## src/rtl/izh_pkg.sv

```systemverilog
// Shared constants, constant-word field layout and FSM encoding for the Izhikevich update engine.
package izh_pkg;

    localparam int unsigned IZH_NUMWIDTH = 16;
    localparam int unsigned IZH_W        = IZH_NUMWIDTH + 1;
    localparam int unsigned IZH_FRAC     = 8;

    // Field positions (in units of W) inside the {a,b,c,d} constant word
    localparam int unsigned A_FLD = 3;
    localparam int unsigned B_FLD = 2;
    localparam int unsigned C_FLD = 1;
    localparam int unsigned D_FLD = 0;

    localparam int K004 = 10;
    localparam int K5   = 5;
    localparam int K140 = 140 << IZH_FRAC;

    typedef enum logic [3:0] {
        S_IDLE,
        S_FETCH,
        S_THRESH,
        S_M1,
        S_M2,
        S_M3,
        S_M4,
        S_SUM,
        S_WRITE
    } izh_state_e;

endpackage

```

## src/rtl/izh_update_engine_fxmul.sv

```systemverilog
// Shared signed fixed-point multiplier: W x 2W product, arithmetic shift right by FRAC, kept to 2W bits.
module izh_fxmul
    import izh_pkg::*;
#(
    parameter int unsigned W    = IZH_W,
    parameter int unsigned FRAC = IZH_FRAC
) (
    input  logic signed [W-1:0]   a_i,
    input  logic signed [2*W-1:0] b_i,
    output logic signed [2*W-1:0] p_c
);

    localparam int unsigned W2 = 2 * W;
    localparam int unsigned W3 = 3 * W;

    logic signed [W3-1:0] prod_c;

    always_comb begin
        prod_c = W3'(a_i) * W3'(b_i);
        p_c    = W2'(prod_c >>> FRAC);
    end

endmodule

```

## src/rtl/izh_update_engine.sv

```systemverilog
// Sequential Izhikevich neuron update engine sweeping all neurons per step.
// Optional build macro IZH_SAT_EN: saturating write-back instead of two's-complement wrap.
module izh_update_engine
    import izh_pkg::*;
#(
    parameter int unsigned NUMWIDTH   = IZH_NUMWIDTH,
    parameter int unsigned NUMNEURONS = 2,
    parameter int unsigned TAGBITS    = 1,
    parameter int unsigned FRAC       = IZH_FRAC,
    parameter int          VPEAK      = 30 << FRAC,
    parameter int          VINIT      = (-65) << FRAC,
    parameter int          UINIT      = (-13) << FRAC
) (
    input  logic                        clk,
    input  logic                        rst_n,
    input  logic                        step,
    output logic                        busy,
    output logic                        done,
    output logic [TAGBITS-1:0]          const_tag,
    input  logic [4*(NUMWIDTH+1)-1:0]   const_value,
    output logic [TAGBITS-1:0]          cur_tag,
    input  logic [NUMWIDTH:0]           cur_value,
    output logic                        spike_valid,
    output logic [TAGBITS-1:0]          spike_tag
);

    localparam int unsigned W  = NUMWIDTH + 1;
    localparam int unsigned W2 = 2 * W;

    izh_state_e state_q, state_d;
    logic [TAGBITS-1:0] idx_q, idx_d, spk_tag_q, spk_tag_d;
    logic busy_q, busy_d, done_q, done_d, spk_q, spk_d;
    logic signed [W-1:0] a_q, a_d, b_q, b_d, c_q, c_d, d_q, d_d, i_q, i_d;
    logic signed [W-1:0] v_q, v_d, u_q, u_d, vn_q, vn_d, un_q, un_d;
    logic signed [W2-1:0] q_q, q_d, t_q, t_d;
    logic signed [W-1:0] v_mem_q [NUMNEURONS];
    logic signed [W-1:0] v_mem_d [NUMNEURONS];
    logic signed [W-1:0] u_mem_q [NUMNEURONS];
    logic signed [W-1:0] u_mem_d [NUMNEURONS];

    logic signed [W-1:0]  mul_a_c;
    logic signed [W2-1:0] mul_b_c, mul_p_c, u_add_c;
    logic signed [W-1:0]  v_fit_c, u_fit_c;

    izh_fxmul #(.W(W), .FRAC(FRAC)) u_mul (
        .a_i (mul_a_c),
        .b_i (mul_b_c),
        .p_c (mul_p_c)
    );

`ifdef IZH_SAT_EN
    localparam int SAT_MAX = (1 << NUMWIDTH) - 1;
    localparam int SAT_MIN = -(1 << NUMWIDTH);

    logic signed [W2-1:0] v_sum_c, u_sum_c;

    function automatic logic signed [W-1:0] sat_w(input logic signed [W2-1:0] x);
        if (x > W2'(SAT_MAX)) return W'(SAT_MAX);
        if (x < W2'(SAT_MIN)) return W'(SAT_MIN);
        return W'(x);
    endfunction
`endif

    // New v/u reduced to W bits; u adds d on the spike path, du otherwise
    always_comb begin
        u_add_c = (state_q == S_THRESH) ? W2'(d_q) : t_q;
`ifdef IZH_SAT_EN
        v_sum_c = W2'(v_q) + q_q + W2'(K5) * W2'(v_q) + W2'(K140) - W2'(u_q) + W2'(i_q);
        u_sum_c = W2'(u_q) + u_add_c;
        v_fit_c = sat_w(v_sum_c);
        u_fit_c = sat_w(u_sum_c);
`else
        v_fit_c = W'(W2'(v_q) + q_q + W2'(K5) * W2'(v_q) + W2'(K140) - W2'(u_q) + W2'(i_q));
        u_fit_c = W'(W2'(u_q) + u_add_c);
`endif
    end

    always_comb begin
        state_d   = state_q;
        idx_d     = idx_q;
        busy_d    = busy_q;
        done_d    = 1'b0;
        spk_d     = 1'b0;
        spk_tag_d = spk_tag_q;
        a_d = a_q; b_d = b_q; c_d = c_q; d_d = d_q; i_d = i_q;
        v_d = v_q; u_d = u_q; vn_d = vn_q; un_d = un_q;
        q_d = q_q; t_d = t_q;
        v_mem_d = v_mem_q;
        u_mem_d = u_mem_q;
        mul_a_c = a_q;
        mul_b_c = t_q;

        unique case (state_q)
            S_IDLE: begin
                // A step coinciding with the done pulse is dropped
                if (step && !done_q) begin
                    state_d = S_FETCH;
                    idx_d   = '0;
                    busy_d  = 1'b1;
                end
            end
            S_FETCH: begin
                a_d = const_value[A_FLD*W +: W];
                b_d = const_value[B_FLD*W +: W];
                c_d = const_value[C_FLD*W +: W];
                d_d = const_value[D_FLD*W +: W];
                i_d = cur_value;
                v_d = v_mem_q[idx_q];
                u_d = u_mem_q[idx_q];
                state_d = S_THRESH;
            end
            S_THRESH: begin
                if (v_q >= W'(VPEAK)) begin
                    vn_d      = c_q;
                    un_d      = u_fit_c;
                    spk_d     = 1'b1;
                    spk_tag_d = idx_q;
                    state_d   = S_WRITE;
                end else begin
                    state_d = S_M1;
                end
            end
            S_M1: begin
                mul_a_c = v_q;
                mul_b_c = W2'(v_q);
                t_d     = mul_p_c;
                state_d = S_M2;
            end
            S_M2: begin
                mul_a_c = W'(K004);
                mul_b_c = t_q;
                q_d     = mul_p_c;
                state_d = S_M3;
            end
            S_M3: begin
                mul_a_c = b_q;
                mul_b_c = W2'(v_q);
                t_d     = mul_p_c;
                state_d = S_M4;
            end
            S_M4: begin
                mul_a_c = a_q;
                mul_b_c = t_q - W2'(u_q);
                t_d     = mul_p_c;
                state_d = S_SUM;
            end
            S_SUM: begin
                vn_d    = v_fit_c;
                un_d    = u_fit_c;
                state_d = S_WRITE;
            end
            S_WRITE: begin
                v_mem_d[idx_q] = vn_q;
                u_mem_d[idx_q] = un_q;
                if (idx_q == TAGBITS'(NUMNEURONS - 1)) begin
                    done_d  = 1'b1;
                    busy_d  = 1'b0;
                    idx_d   = '0;
                    state_d = S_IDLE;
                end else begin
                    idx_d   = idx_q + TAGBITS'(1);
                    state_d = S_FETCH;
                end
            end
            default: state_d = S_IDLE;
        endcase
    end

    always_ff @(posedge clk or negedge rst_n) begin
        if (!rst_n) begin
            state_q   <= S_IDLE;
            idx_q     <= '0;
            busy_q    <= 1'b0;
            done_q    <= 1'b0;
            spk_q     <= 1'b0;
            spk_tag_q <= '0;
            a_q <= '0; b_q <= '0; c_q <= '0; d_q <= '0; i_q <= '0;
            v_q <= '0; u_q <= '0; vn_q <= '0; un_q <= '0;
            q_q <= '0; t_q <= '0;
            for (int n = 0; n < NUMNEURONS; n++) begin
                v_mem_q[n] <= W'(VINIT);
                u_mem_q[n] <= W'(UINIT);
            end
        end else begin
            state_q   <= state_d;
            idx_q     <= idx_d;
            busy_q    <= busy_d;
            done_q    <= done_d;
            spk_q     <= spk_d;
            spk_tag_q <= spk_tag_d;
            a_q <= a_d; b_q <= b_d; c_q <= c_d; d_q <= d_d; i_q <= i_d;
            v_q <= v_d; u_q <= u_d; vn_q <= vn_d; un_q <= un_d;
            q_q <= q_d; t_q <= t_d;
            v_mem_q <= v_mem_d;
            u_mem_q <= u_mem_d;
        end
    end

    assign busy        = busy_q;
    assign done        = done_q;
    assign const_tag   = idx_q;
    assign cur_tag     = idx_q;
    assign spike_valid = spk_q;
    assign spike_tag   = spk_tag_q;

endmodule
```

## config.mk

```make
export PLATFORM = sky130hd
export DESIGN_NAME = izh_update_engine
export DESIGN_NICKNAME = d
export VERILOG_FILES = /design/src/rtl/izh_pkg.sv /design/src/rtl/izh_update_engine_fxmul.sv /design/src/rtl/izh_update_engine.sv
export SDC_FILE = /design/constraint.sdc
export NUM_CORES = 2
export LEC_CHECK = 0
export ABC_AREA = 1
export ABC_CLOCK_PERIOD_IN_PS = 16120
export CORE_MARGIN = 2
export CORE_UTILIZATION = 35
export CTS_CLUSTER_DIAMETER = 30
export DETAILED_ROUTE_END_ITERATION = 6
export MAX_ROUTING_LAYER = met4
export PLACE_DENSITY = 0.56
export REMOVE_ABC_BUFFERS = 1
export SYNTH_ARGS = -nofsm -noshare
export SYNTH_HDL_FRONTEND = slang
export SYNTH_SLANG_ARGS = --single-unit
```

## constraint.sdc

```tcl
create_clock -name clk -period 16.12 [get_ports clk]
set_input_delay 4.03 -clock clk [delete_from_list [all_inputs] [get_ports clk]]
set_output_delay 4.03 -clock clk [all_outputs]
set_load 0.1 [all_outputs]
```

==> metrics <==
status=complete, but fails checks; failing checks=design-rule violations; Layout area overhead=14.1%; die area=100000 µm²; synthesis warning total=0; Placement Rows=114; slew margin rel.=0.288; final hold viol count=0; reg2reg end=t_q[28]; design area=between 30000 and 40000 µm²; setup TNS=0 ns; Inserted Clock Buffers=70; clk_lat worst skew=0.60 ns; Routed WL=105000 µm; crit share post-route=0.547; TritonCTS clock tree=done; chip height=~320 µm; fin crit period=8.82 ns; antenna-violating nets left=0; n_diodes=0; Die Width=roughly 320 µm; number of synthesized register bits=281; synthesized area=around 34000 µm²; IO Port Bufs=93; Slowest cell on crit path=fa_1; routed via count=27700; Max Slew Vio Count=0; Distinct cells, synth=56; Fmax=113 MHz; Post-Syn Instances=4284; CP most frequent cell=nand2_1; Worst setup SP type=flip-flop; Layout Nets=5175; Setup Fix Bufs, Post-CTS=0; Remaining DRCs=2; GP Congestion=0.926; Bufs on Longest Clock Path=3; layout cells sized above 1=0.0604; Max-Cap Viols=0; Post-synth EDFFs=0; CP Capture Type=flip-flop; CP Capture Point=t_q[28]; initial antenna violation count=0; most common cell after layout, fill and taps aside=nand2_1; Primary FF master, synth=dfrtp_1; Total Routing Usage GR=0.223; Clock Tree Root=clkbuf_16; WL per Instance=18.6 µm; post_cts resized=0; # H-tree levels=3; core area=96900 µm²; Layout Cells excl Fill=5682; gr ovfl total=0; Setup WS pre-CTS=between 7 and 8 ns; WP buf/inv=7; final worst slack=7.30 ns; CP Max Fanout=19; initial DRC count=between 2000 and 2500; Vias per Instance=slightly below 5; CP startpoint=u_q[16]; Largest stage delay, worst path=0.56 ns; Worst Max-Slew Pin Slew=1.07 ns; Initial Util=0.354; hold buffers post-CTS=0; Pre-antenna DRT Iters=7; Clock Sinks=281; Async SR Flop Fraction=1.00; worst path arrival time=around 9.3 ns; setup violators final=0; first-pass GRT wire length=166000 µm; Max Clock Skew=0.0174 ns; cells on worst reg2reg path=36; Crit path max-delay family=adder cells; Seq/Total Area, Yosys=0.206; syn avg cell area=8.00 µm²; Final HPWL DP=83300 µm; most frequent cells in the layout=1118 x nand2_1, 851 x inv_1, 527 x fa_1; Crit Path Category=reg2reg; Placed Cells=5553; CP required=16.59 ns; DP Area=36600 µm²; largest net degree at the start of global routing=157; Hold Path Class=reg2reg; IO Pins=94; RSZ-0062 raised after global routing=false; CP Depth=36; vias in the first global route=28800; Clock Pin Slew Worst Setup and Hold Paths=0.05 ns; R2R setup slack=7.30 ns; worst reg2reg path startpoint=u_q[16]
-- metal layers --
layer / wire, µm / track usage
met5: 0 / -
met4: 3030 / 0.0624
met3: 5850 / 0.0340
met2: 49400 / 0.359
met1: 47200 / 0.291
-- sequential cells by signal, summed over array words and instances (netlist names), 4 cells and up --
register,flops
v_q,17
d_q,17
vn_q,17
u_mem_q,34
c_q,17
i_q,17
u_q,17
t_q,34
state_q,4
v_mem_q,34
b_q,17
q_q,17
a_q,17
un_q,17
-- worst min-delay path by stage --
| stage | startpoint | to | slack (ns) | cells after the start |
|---|---|---|---|---|
| 6_report | c_q[13] | c_q[13] | 0.46 | 2 |
| 5_1_grt | c_q[2] | c_q[2] | 0.49 | 2 |
| 4_1_cts | c_q[13] | c_q[13] | 0.47 | 2 |
| 3_5_place_dp | c_q[13] | c_q[13] | 0.46 | 2 |
| 3_3_place_gp | c_q[13] | c_q[13] | 0.46 | 2 |
| 2_1_floorplan | c_q[13] | c_q[13] | 0.44 | 2 |
-- metrics by stage --
step | utilization | hold WS [ns]
2_1_floorplan | - | 0.437
3_3_place_gp | 0.378 | 0.457
3_5_place_dp | 0.378 | 0.459
4_1_cts | 0.404 | 0.470
5_1_grt | 0.404 | 0.492
6_report | 0.404 | 0.463
-- cell type report --
cell class / count / area (µm²)
Inverter: 871 / 3270
Clock buffer: 88 / 1890
Sequential cell: 281 / 7070
Clock inverter: 41 / 594
Multi-Input combinational cell: 2994 / 23400
Fill cell: 9851 / 57800
Tap cell: 1276 / 1600
Timing Repair Buffer: 131 / 1230
-- cells in the mapped netlist, drive strengths merged, types with 5 or more instances --
| master | instances | area share |
|---|---|---|
| buf | 18 | 0.0026 |
| fa | 527 | 0.31 |
| o21ai | 217 | 0.032 |
| nand4 | 5 | 0.00091 |
| o211ai | 29 | 0.0064 |
| nand3b | 16 | 0.0035 |
| a22oi | 12 | 0.0026 |
| a31oi | 14 | 0.0026 |
| inv | 859 | 0.094 |
| mux2 | 34 | 0.011 |
| nor4 | 5 | 0.00091 |
| a221oi | 13 | 0.0033 |
| a21oi | 163 | 0.024 |
| dfrtp | 251 | 0.18 |
| or2 | 10 | 0.0018 |
| nor2 | 426 | 0.048 |
| ha | 211 | 0.077 |
| clkbuf | 120 | 0.013 |
| o21bai | 10 | 0.0023 |
| nor3 | 14 | 0.0020 |
| nand2 | 1128 | 0.12 |
| dfstp | 30 | 0.023 |
| xnor2 | 30 | 0.0077 |
| clkinv | 12 | 0.0013 |
| o21a | 8 | 0.0018 |
| nand3 | 74 | 0.011 |
| xor2 | 23 | 0.0059 |
-- cells by family (layout without fill, tap and decap cells) --
kind of cell / after synthesis / in the layout / share of synthesized area
adder cells (fa/ha/maj): 738 / 738 / 0.385
XOR/XNOR: 53 / 53 / 0.0135
AO/OA/AOI/OAI: 487 / 487 / 0.0794
multiplexers: 34 / 34 / 0.0112
buffers and inverters: 1009 / 1131 / 0.111
flip-flops: 281 / 281 / 0.206
AND/OR/NAND/NOR: 1682 / 1682 / 0.194
-- worst reg2reg max path, delay by kind of cell (launching register included) --
kind,cells,cell delay [ns]
AO/OA/AOI/OAI,3,0.27
adder cells (fa/ha/maj),8,3.78
buffers and inverters,7,1.36
flip-flops,1,0.42
AND/OR/NAND/NOR,18,2.88
Power is left out: the tool's default activity adds up to more than one toggle a clock period on the data nets, which glitch-free logic cannot reach.
